===== config.mk =====
export PLATFORM = sky130hd
export DESIGN_NAME = flp_norm_round
export DESIGN_NICKNAME = d
export VERILOG_FILES = /design/src/rtl/flp_norm_round.sv
export SDC_FILE = /design/constraint.sdc
export NUM_CORES = 1
export LEC_CHECK = 0
export ABC_CLOCK_PERIOD_IN_PS = 4780
export CORE_AREA = 4 4 127 129
export DETAILED_ROUTE_END_ITERATION = 6
export DIE_AREA = 0 0 131 133
export PLACE_DENSITY = 0.7
export SETUP_SLACK_MARGIN = 0.1
export SYNTH_ARGS = -nofsm -noshare
export SYNTH_HDL_FRONTEND = slang
export SYNTH_SLANG_ARGS = --single-unit
export TNS_END_PERCENT = 30

===== constraint.sdc =====
create_clock -name clk -period 4.78 [get_ports clk]
set_clock_uncertainty 0.1 [all_clocks]
set_input_delay 0.717 -clock clk [delete_from_list [all_inputs] [get_ports clk]]
set_output_delay 0.717 -clock clk [all_outputs]
set_load 0.01 [all_outputs]

===== src/rtl/flp_norm_round.sv =====
// Normalize, round-to-nearest-even and pack a 28-bit extended sum into IEEE-754 single; 2-cycle latency, 1 beat/clk.
// Backpressure: stages advance only when the next one frees up, so in_ready drops when both stages hold and out_ready=0.
module flp_norm_round #(
  parameter int EXP_IN_W = 10
) (
  input  logic                clk,
  input  logic                rst,
  input  logic                in_valid,
  output logic                in_ready,
  input  logic                in_sign,
  input  logic [EXP_IN_W-1:0] in_exp,
  input  logic [27:0]         in_mant,
  output logic                out_valid,
  input  logic                out_ready,
  output logic [31:0]         d,
  output logic                out_ovf,
  output logic                out_unf
);

  localparam int EW = EXP_IN_W + 1;
  typedef logic signed [EW-1:0] exp_t;

  localparam exp_t EXP_INF  = exp_t'(255);
  localparam exp_t EXP_ZERO = exp_t'(0);

  // Stage 1: normalized mantissa [26]=hidden, [25:3]=frac, [2]=G, [1]=R, [0]=S
  logic        s1_valid_q, s1_valid_d;
  logic        s1_sign_q,  s1_sign_d;
  exp_t        s1_exp_q,   s1_exp_d;
  logic [26:0] s1_mant_q,  s1_mant_d;

  // Stage 2 doubles as the output register
  logic        s2_valid_q, s2_valid_d;
  logic [31:0] d_q,        d_d;
  logic        ovf_q,      ovf_d;
  logic        unf_q,      unf_d;

  logic        acc2;
  logic [4:0]  lz;
  exp_t        exp_ext;
  exp_t        norm_exp;
  logic [26:0] norm_mant;

  logic        s1_zero;
  logic [22:0] frac;
  logic        rnd_up;
  logic [23:0] frac_sum;
  exp_t        rnd_exp;
  logic [31:0] pk_d;
  logic        pk_ovf;
  logic        pk_unf;

  assign acc2      = !s2_valid_q || out_ready;
  assign in_ready  = !s1_valid_q || acc2;
  assign out_valid = s2_valid_q;
  assign d         = d_q;
  assign out_ovf   = ovf_q;
  assign out_unf   = unf_q;

  // Normalize
  always_comb begin
    lz = 5'd0;
    for (int i = 0; i < 27; i++) begin
      if (in_mant[i]) lz = 5'(26 - i);
    end
    exp_ext = {in_exp[EXP_IN_W-1], in_exp};
    if (in_mant[27]) begin
      norm_mant = {in_mant[27:2], in_mant[1] | in_mant[0]};
      norm_exp  = exp_ext + exp_t'(1);
    end else begin
      norm_mant = in_mant[26:0] << lz;
      norm_exp  = exp_ext - {{(EW-5){1'b0}}, lz};
    end
  end

  // Round and pack; a normalized non-zero mantissa always has the hidden bit
  // set, so a clear hidden bit is the zero flag.
  always_comb begin
    s1_zero  = !s1_mant_q[26];
    frac     = s1_mant_q[25:3];
    rnd_up   = s1_mant_q[2] & (s1_mant_q[1] | s1_mant_q[0] | frac[0]);
    frac_sum = {1'b0, frac} + {23'd0, rnd_up};
    rnd_exp  = s1_exp_q + {{(EW-1){1'b0}}, frac_sum[23]};
    pk_d     = 32'd0;
    pk_ovf   = 1'b0;
    pk_unf   = 1'b0;
    if (s1_zero) begin
      pk_d = 32'd0;
    end else if (rnd_exp >= EXP_INF) begin
      pk_d   = {s1_sign_q, 8'hFF, 23'd0};
      pk_ovf = 1'b1;
    end else if (rnd_exp <= EXP_ZERO) begin
      pk_d   = {s1_sign_q, 31'd0};
      pk_unf = 1'b1;
    end else begin
      pk_d = {s1_sign_q, rnd_exp[7:0], frac_sum[22:0]};
    end
  end

  always_comb begin
    s1_valid_d = s1_valid_q;
    s1_sign_d  = s1_sign_q;
    s1_exp_d   = s1_exp_q;
    s1_mant_d  = s1_mant_q;
    s2_valid_d = s2_valid_q;
    d_d        = d_q;
    ovf_d      = ovf_q;
    unf_d      = unf_q;

    if (in_ready) begin
      s1_valid_d = in_valid;
      if (in_valid) begin
        s1_sign_d = in_sign;
        s1_exp_d  = norm_exp;
        s1_mant_d = norm_mant;
      end
    end

    if (acc2) begin
      s2_valid_d = s1_valid_q;
      if (s1_valid_q) begin
        d_d   = pk_d;
        ovf_d = pk_ovf;
        unf_d = pk_unf;
      end
    end
  end

  always_ff @(posedge clk or negedge rst) begin
    if (!rst) begin
      s1_valid_q <= 1'b0;
      s1_sign_q  <= 1'b0;
      s1_exp_q   <= '0;
      s1_mant_q  <= '0;
      s2_valid_q <= 1'b0;
      d_q        <= '0;
      ovf_q      <= 1'b0;
      unf_q      <= 1'b0;
    end else begin
      s1_valid_q <= s1_valid_d;
      s1_sign_q  <= s1_sign_d;
      s1_exp_q   <= s1_exp_d;
      s1_mant_q  <= s1_mant_d;
      s2_valid_q <= s2_valid_d;
      d_q        <= d_d;
      ovf_q      <= ovf_d;
      unf_q      <= unf_d;
    end
  end

endmodule

# == Yosys cells after proc, flatten, opt, wreduce, memory -nomap -nowiden ==
# Index checks and enable logic that the tools add are counted.
# op_classes
n_addsub,4
mul,0
div_mod_pow,0
magnitude_cmp,2
eq_ne,0
n_shift,1
n_mux,37
n_bitwise,4
n_reduce_logical,6
# ops
operator,count
$mux W5,27
$mux W31,2
$mux W32,1
$mux W27,1
$shl A27 B5 Y27,1
$add A23 B1 Y24,1
$add A10 B2 Y11 const B,1
$add A11 B1 Y11,1
$ge A11 B9 Y1 const B,1
$le A11 B1 Y1 const B,1
$mux W11,1
$sub A10 B6 Y11,1
$mux W1,5
$reduce_and A2 Y1,2
$or A1 B1 Y1,3
$logic_not A1 Y1,2
$logic_or A1 B1 Y1,2
$and A1 B1 Y1,1
# totals
ff_bits,75
latchBits,0
ram_bits,0
romBits,0
in_bits,43
word_cells,62
n_memories,0

# == Logic depth before layout (Yosys ltp) ==
# Gate-level depths: netlist of the first run.
# depth
ltp_word,29
depth_mapped,20
ltp_nobuf,17

# == Worst setup path after synthesis of the first run ==
# Ideal clock, no wire load.
# synth_path
kind,input port to flip-flop
from,input port in_mant[15]
to,register s1_exp_q[9]
arrival_time_ns,4.334
required_time_ns,4.611
path_slack_ns,0.277
stages,18
path_buffers,3
cell_sequence,buf_2 > or4_1 > a21oi_1 > a211oi_1 > o21a_1 > buf_2 > inv_2 > buf_2 > ha_1 > and3_1 > ha_1 > nor2b_1 > ha_1 > a21oi_1 > o21bai_1 > a31oi_1 > or4b_2 > nand3_1
# synth_via
elab_chain_len,14
# synth_lines
item,line_no,text
start: declaration,12,"input logic [27:0] in_mant,"
$mux W5 (12 in a row),64,if (in_mant[i]) lz = 5'(26 - i);
$sub A10 B6 Y11,72,"norm_exp = exp_ext - {{(EW-5){1'b0}}, lz};"
$mux W11,67,if (in_mant[27]) begin
end signal: assignment,142,s1_exp_q <= s1_exp_d;
end: declaration,29,"exp_t s1_exp_q, s1_exp_d;"
# Every way passes these cells.
# A chain may end at the register's enable or synchronous reset.

# == Worst setup path in the final report of the first run ==
# layout_path
from,input port in_mant[8]
to,register s1_exp_q[9]
# layout_via
elab_chain_len,21
# layout_lines
item,line_no
$mux W5 (19 in a row),64
$sub A10 B6 Y11,72
$mux W11,67
# Every way passes these cells.

==> impl_metrics.env, run 1 <==
export IMPL_arrival_ns=4.50
export IMPL_outcome="finished, final reports clean"
export IMPL_end_kind="flip-flop"
export IMPL_grt_first_pass_wirelength_mm=28.9
export IMPL_max_freq_mhz=231
export IMPL_synth_edff_count=0
export IMPL_pwr_share_seq=0.378
export IMPL_nFillCells=1470
export IMPL_synth_area_mux_share=0.116
export IMPL_io_pins=79
export IMPL_combPwrFrac=0.332
export IMPL_cts_sinks=75
export IMPL_synthXorXnorAreaFrac=0.0560
export IMPL_regArea_um2=1880
export IMPL_period_share=0.905
export IMPL_yosysTopAreaCellShare=0.316
export IMPL_wl_per_cell_um=17.9
export IMPL_power_leakage_uw=0.00310
export IMPL_synth_seq_area_share=0.316
export IMPL_grtUsageMet3=0.0258
export IMPL_die_h_um=133
export IMPL_htreeDepth=3
export IMPL_synth_area_per_cell_um2=8.40
export IMPL_relSlewSlack=0.381
export IMPL_synthAdderAreaFrac=0.0350
export IMPL_hp_class="reg -> reg"
export IMPL_gp_congestion=0.940
export IMPL_drt_pass1_iter_count=5
export IMPL_synth_top_family_by_area="compound AO/OA/AOI/OAI gates"
export IMPL_antenna_found_initial=0
export IMPL_slowest_delay_ns=0.62
export IMPL_p_sw_frac=0.323
export IMPL_die_area_um2=17400
export IMPL_cp_common_cell="ha_1"
export IMPL_cts_tree="done"
export IMPL_grt_overflow=0
export IMPL_root_buffer="clkbuf_16"
export IMPL_synth_area_leaders="dfrtp_1 (32%), mux2i_1 (7.6%), nand2_1 (5.6%)"
export IMPL_core_um2=15000
export IMPL_path_max_fanout=8
export IMPL_grt_use_total=0.205
export IMPL_dp_hpwl_mm=13.6
export IMPL_required_ns=4.95
export IMPL_setup_slack_ns=0.454
export IMPL_cts_buffers=9
export IMPL_timing_setup_tns_ns=0
export IMPL_multiInputGateArea_um2=3770
export IMPL_worst_path_buf_inv=2
export IMPL_r2r_setup_slack_ns=0.51
export IMPL_nets=857
export IMPL_drt_initial_drc_count=678
export IMPL_rows=45
export IMPL_antenna_cells=0
export IMPL_drv_slew=0
export IMPL_p_sw_uw=741
export IMPL_intPower_uw=1550
export IMPL_drive_above_1_share=0.130
export IMPL_min_period_ns=4.33
export IMPL_port_buffers=78
export IMPL_ant_nets=0
export IMPL_yosysTopAreaCell="dfrtp_1"
export IMPL_drc=0
export IMPL_wirelength_mm=17.7
export IMPL_crit_slowest_cell="or4b_2"
export IMPL_yosys_warnings=0
export IMPL_setup_viol=0
export IMPL_path_cells="clkdlybuf4s50_1 > nor2_1 > o311ai_0 > a211oi_1 > o21a_1 > inv_2 > ha_1 > and3_1 > ha_1 > nor2b_1 > ha_1 > a21oi_1 > o21bai_1 > a31oi_1 > or4b_2 > nand3_1"
export IMPL_die_w_um=131
export IMPL_synth_ff_type="dfrtp_1"
export IMPL_grt_max_degree=76
export IMPL_p_clk_frac=0.290
export IMPL_synthToLayoutAreaGrowth_pct=24.6
export IMPL_syn_nets=766
export IMPL_power_density_nw_per_um2=310
export IMPL_rsz0062_at_grt="true"
export IMPL_cp_top_family="compound AO/OA/AOI/OAI gates"
export IMPL_setup_worst_path_start_class="input pin"
export IMPL_initial_core_util=0.395
export IMPL_use_met1=0.320
export IMPL_ys_ff_latch=75
export IMPL_ir_worst_vdd_v=0.000152
export IMPL_synth_async_sr_flop_share=1.00
export IMPL_crit_type="in -> reg"
export IMPL_grt_pass1_vias=5350
export IMPL_worst_pin_slew_ns=0.928
export IMPL_grt_use_met2=0.293
export IMPL_ys_types=82
export IMPL_clkLatencyLatePin_ns=0.33
export IMPL_postSynthCellCount=707
export IMPL_grt_busiest_layer="met1"
export IMPL_vias=5712
export IMPL_finalHoldViolCount=0
export IMPL_clk_pin_slew_worst_paths_ns=0.06
export IMPL_netlist_area_um2=5940
export IMPL_clk_path_buf_depth=2
export IMPL_vias_per_cell=5.76
export IMPL_synth_compound_area_share=0.217
export IMPL_dp_slack_ns=0.101
export IMPL_synth_simple_area_share=0.209
export IMPL_cap_violations=0
## cells in the mapped netlist (all sizes together), types with 3 or more instances
master,count
buf,21
xor2,16
mux2,17
a311oi,3
nand2b,10
o21a,3
a21oi,45
or2,7
a211oi,7
dfrtp,75
ha,15
o21ai,62
o31ai,4
a21boi,3
and3,7
and2,5
clkbuf,24
nor2,46
nor2b,3
and4,6
xnor2,22
o211ai,3
inv,24
a221oi,10
a221o,5
a31oi,11
nand3,26
nor3,19
a21o,8
or3,7
nand2,89
mux2i,45
nor4,9
or4,8
## state kept, by name, summed over array words and instances, names as in the netlist
register / count
d: 32
s1_valid_q: 1
out_unf: 1
out_ovf: 1
out_valid: 1
s1_exp_q: 11
s1_mant_q: 27
s1_sign_q: 1
## repair_timing
item,CTS,global route
setup buffers,0,1
setup endpoints to repair,0,22
hold buffers,0,0
gates resized for setup,0,3
## worst paths after layout
kind,end,startpoint,cells after the start
min reg2reg,d[29]$_DFFE_PN0P_,d[29]$_DFFE_PN0P_,1
max in group asynchronous,d[19]$_DFFE_PN0P_,rst,1
max,s1_exp_q[9]$_DFFE_PN0P_,in_mant[8],16
max reg2reg,d[2]$_DFFE_PN0P_,s1_mant_q[6]$_DFFE_PN0P_,16
min in group asynchronous,s1_exp_q[10]$_DFFE_PN0P_,rst,1
min,d[29]$_DFFE_PN0P_,d[29]$_DFFE_PN0P_,1
## routing by layer
layer | vias up | wire length [um]
li1 | 2771 | -
met1 | 2689 | 8690
met2 | 230 | 7680
met3 | 22 | 1060
met4 | 0 | 316
met5 | - | 0
## kinds of logic after synthesis
kind of cell,count (synthesis)
adders and majority gates,16
AOI/OAI and AO/OA,194
xor gates and xnor gates,38
DFF,75
muxes,64
and+or+nand+nor,251
buffers and inverters,69
## power by group through the flow
stage / clock network [uW] / logic (uW) / registers [uW]
after global routing: 715 / 832 / 885
after global placement: 0 / 749 / 872
final: 665 / 762 / 865
after detailed placement: 0 / 753 / 876
after floorplan: 0 / 411 / 881
after CTS: 680 / 758 / 865
## per-stage QoR
step	area [um^2]	total power [uW]	util	hold WS, ns	cells
6_report	7400	2290	0.492	0.376	991
5_1_grt	7400	2430	0.492	0.403	991
4_1_cts	7380	2300	0.491	0.380	990
3_5_place_dp	7090	1630	0.471	0.367	974
3_3_place_gp	7090	1620	0.471	0.360	974
2_1_floorplan	5940	1290	-	0.321	707
## cell usage in the layout, fill, tap and decap left out, types with 3 or more instances in the layout
cell             count
a31oi_1             11
o31ai_1              4
dfrtp_1             75
o21ai_1              9
xor2_1              16
o21a_1               3
and2_1               4
buf_4               48
nor2b_1              3
a221o_1              5
inv_1               22
mux2i_1             45
nand3_1             26
nor3_1              18
mux2_2              17
a221oi_1            10
or2_2                5
nand2b_1            10
and3_1               7
a21o_1               8
o21ai_0             53
nor4_1               8
and4_1               6
ha_1                15
a21boi_0             3
nand2_1             87
o211ai_1             3
nor2_1              45
a211oi_1             7
xnor2_1             22
or4_1                6
or3_1                7
clkbuf_16            9
a21oi_1             44
clkdlybuf4s50_1     77
## final cells by class
class | instances | area share
Sequential cell | 75 | 0.254
Multi-Input combinational cell | 563 | 0.509
Inverter | 24 | 0.0125
Clock buffer | 12 | 0.0333
Timing Repair Buffer | 125 | 0.153
Tap cell | 188 | 0.0318
Clock inverter | 4 | 0.00676
Power figures use the tool's default switching activity.
==> run 2: changes to the inputs <==
- PLACE_DENSITY: 0.7 -> 0.57
==> run 2 against run 1 <==
  * Power up 2.6%
  * Non-clock buffer count down 5
  * Maximum frequency down 2.3%
  * Sequential share of layout area about the same
  * Final cell count down 0.61%
  * Largest power group unchanged
  * Highest routed layer unchanged
==> impl_metrics.env, run 2 (synthesized netlist as in run 1, its figures left out) <==
export IMPL_outcome="finished, final reports clean"
export IMPL_cts_resized_gates=1
export IMPL_die_area_um2=17400
export IMPL_relSlewSlack=0.305
export IMPL_cap_violations=0
export IMPL_clk_path_buf_depth=2
export IMPL_rsz0062_at_grt="true"
export IMPL_vias_per_cell=5.85
export IMPL_die_w_um=131
export IMPL_antenna_cells=0
export IMPL_required_ns=4.95
export IMPL_r2r_setup_slack_ns=0.55
export IMPL_cts_sinks=75
export IMPL_hp_class="reg -> reg"
export IMPL_gp_congestion=0.908
export IMPL_wl_per_cell_um=19.2
export IMPL_p_sw_frac=0.320
export IMPL_p_clk_frac=0.304
export IMPL_power_leakage_uw=0.00311
export IMPL_design_area_um2=7400
export IMPL_cts_hold_buf=0
export IMPL_pwr_share_seq=0.369
export IMPL_drt_pass1_iter_count=5
export IMPL_grt_max_degree=48
export IMPL_reg2reg_depth=16
export IMPL_core_um2=15000
export IMPL_arrival_ns=4.60
export IMPL_period_share=0.926
export IMPL_p_sw_uw=753
export IMPL_htreeDepth=3
export IMPL_clk_pin_slew_worst_paths_ns=0.06
export IMPL_io_pins=79
export IMPL_cts_buffers=9
export IMPL_min_period_ns=4.43
export IMPL_setup_worst_path_start_class="input pin"
export IMPL_grt_first_pass_wirelength_mm=30.3
export IMPL_power_density_nw_per_um2=318
export IMPL_fin_util=0.492
export IMPL_intPower_uw=1600
export IMPL_port_buffers=78
export IMPL_timing_setup_tns_ns=0
export IMPL_grt_pass1_vias=5532
export IMPL_crit_path_start="in_mant[12]"
export IMPL_clkLatencyLatePin_ns=0.33
export IMPL_wirelength_mm=19.0
export IMPL_setup_viol=0
export IMPL_hold_ws_ns=0.373
export IMPL_drt_initial_drc_count=489
export IMPL_r2r_start="s1_mant_q[6]$_DFFE_PN0P_"
export IMPL_path_max_fanout=7
export IMPL_postCtsSetupRepairBufs=0
export IMPL_end_kind="flip-flop"
export IMPL_rows=45
export IMPL_grt_overflow=0
export IMPL_drive_above_1_share=0.128
export IMPL_antenna_found_initial=0
export IMPL_synthToLayoutAreaGrowth_pct=24.6
export IMPL_total_power_uw=2350
export IMPL_max_freq_mhz=226
export IMPL_hold_depth=2
export IMPL_drc=0
export IMPL_final_cell_mix="nand2_1 (86), clkdlybuf4s50_1 (77), dfrtp_1 (75), o21ai_0 (54)"
export IMPL_crit_type="in -> reg"
export IMPL_largest_register_ffs=32
export IMPL_ir_worst_vdd_v=0.000128
export IMPL_die_h_um=133
export IMPL_combPwrFrac=0.327
export IMPL_dp_hpwl_mm=14.8
export IMPL_cts_tree="done"
export IMPL_worstHoldStart="d[22]$_DFFE_PN0P_"
export IMPL_ant_nets=0
export IMPL_post_dp_cell_area_um2=7060
export IMPL_cp_common_cell="ha_1"
export IMPL_drv_slew=0
export IMPL_grt_use_total=0.219
export IMPL_root_buffer="clkbuf_16"
export IMPL_min_to="d[22]$_DFFE_PN0P_"
export IMPL_slowest_delay_ns=0.68
export IMPL_r2r_end="d[2]$_DFFE_PN0P_"
export IMPL_finalHoldViolCount=0
export IMPL_path_cells="clkdlybuf4s50_1 > or4_1 > nand2b_1 > o21ai_1 > and3_1 > ha_1 > nor2b_1 > ha_1 > a21oi_1 > o21bai_1 > a31oi_1 > or4b_2 > nand3_1"
export IMPL_layout_commonest_cell="nand2_1"
export IMPL_crit_slowest_cell="or4_1"
export IMPL_worst_pin_slew_ns=1.04
export IMPL_vias=5767
export IMPL_initial_core_util=0.395
export IMPL_nets=852
run 2: power groups by stage:
stage          combinational [uW]  clock [uW]  sequential, uW
2_1_floorplan                 411           0             881
3_3_place_gp                  753           0             871
3_5_place_dp                  761           0             879
4_1_cts                       766         732             869
5_1_grt                       845         764             888
6_report                      770         715             867
run 2: area by class of cell:
cell class              count  area (um^2)
fillers                  1484         7630
multi-input cells         563         3790
flip-flops and latches     75         1880
repair buffers            120         1090
clock buffers              10          239
well taps                 188          235
inverters                  24         92.6
clock inverters             5         77.6
run 2: worst max path at each step:
stage,endpoint,slack (ns)
3_5_place_dp,d[11]$_DFFE_PN0P_,0.07
5_1_grt,s1_exp_q[10]$_DFFE_PN0P_,0.09
6_report,s1_exp_q[9]$_DFFE_PN0P_,0.35
2_1_floorplan,s1_exp_q[9]$_DFFE_PN0P_,0.28
3_3_place_gp,s1_exp_q[9]$_DFFE_PN0P_,0.1
4_1_cts,d[2]$_DFFE_PN0P_,0.14
run 2: routing by layer:
layer  GRT usage  routed length (um)
met5           0                   0
met4      0.0577                 289
met3      0.0311                 799
met2       0.332                8690
met1       0.325                9180
run 2: worst max-delay path: cells and delay by family:
kind	cells	cell delay [ns]
AND/OR/NAND/NOR	6	2.02
buffers and inverters	1	0.54
adder cells (fa/ha/maj)	2	0.53
AO/OA/AOI/OAI	4	0.76
run 2: metrics by stage:
step	setup WS, ns	cells
CTS	0.144	985
global route	0.0940	985
detailed placement	0.0667	970
floorplan	0.277	707
finish	0.352	985
global placement	0.0960	970
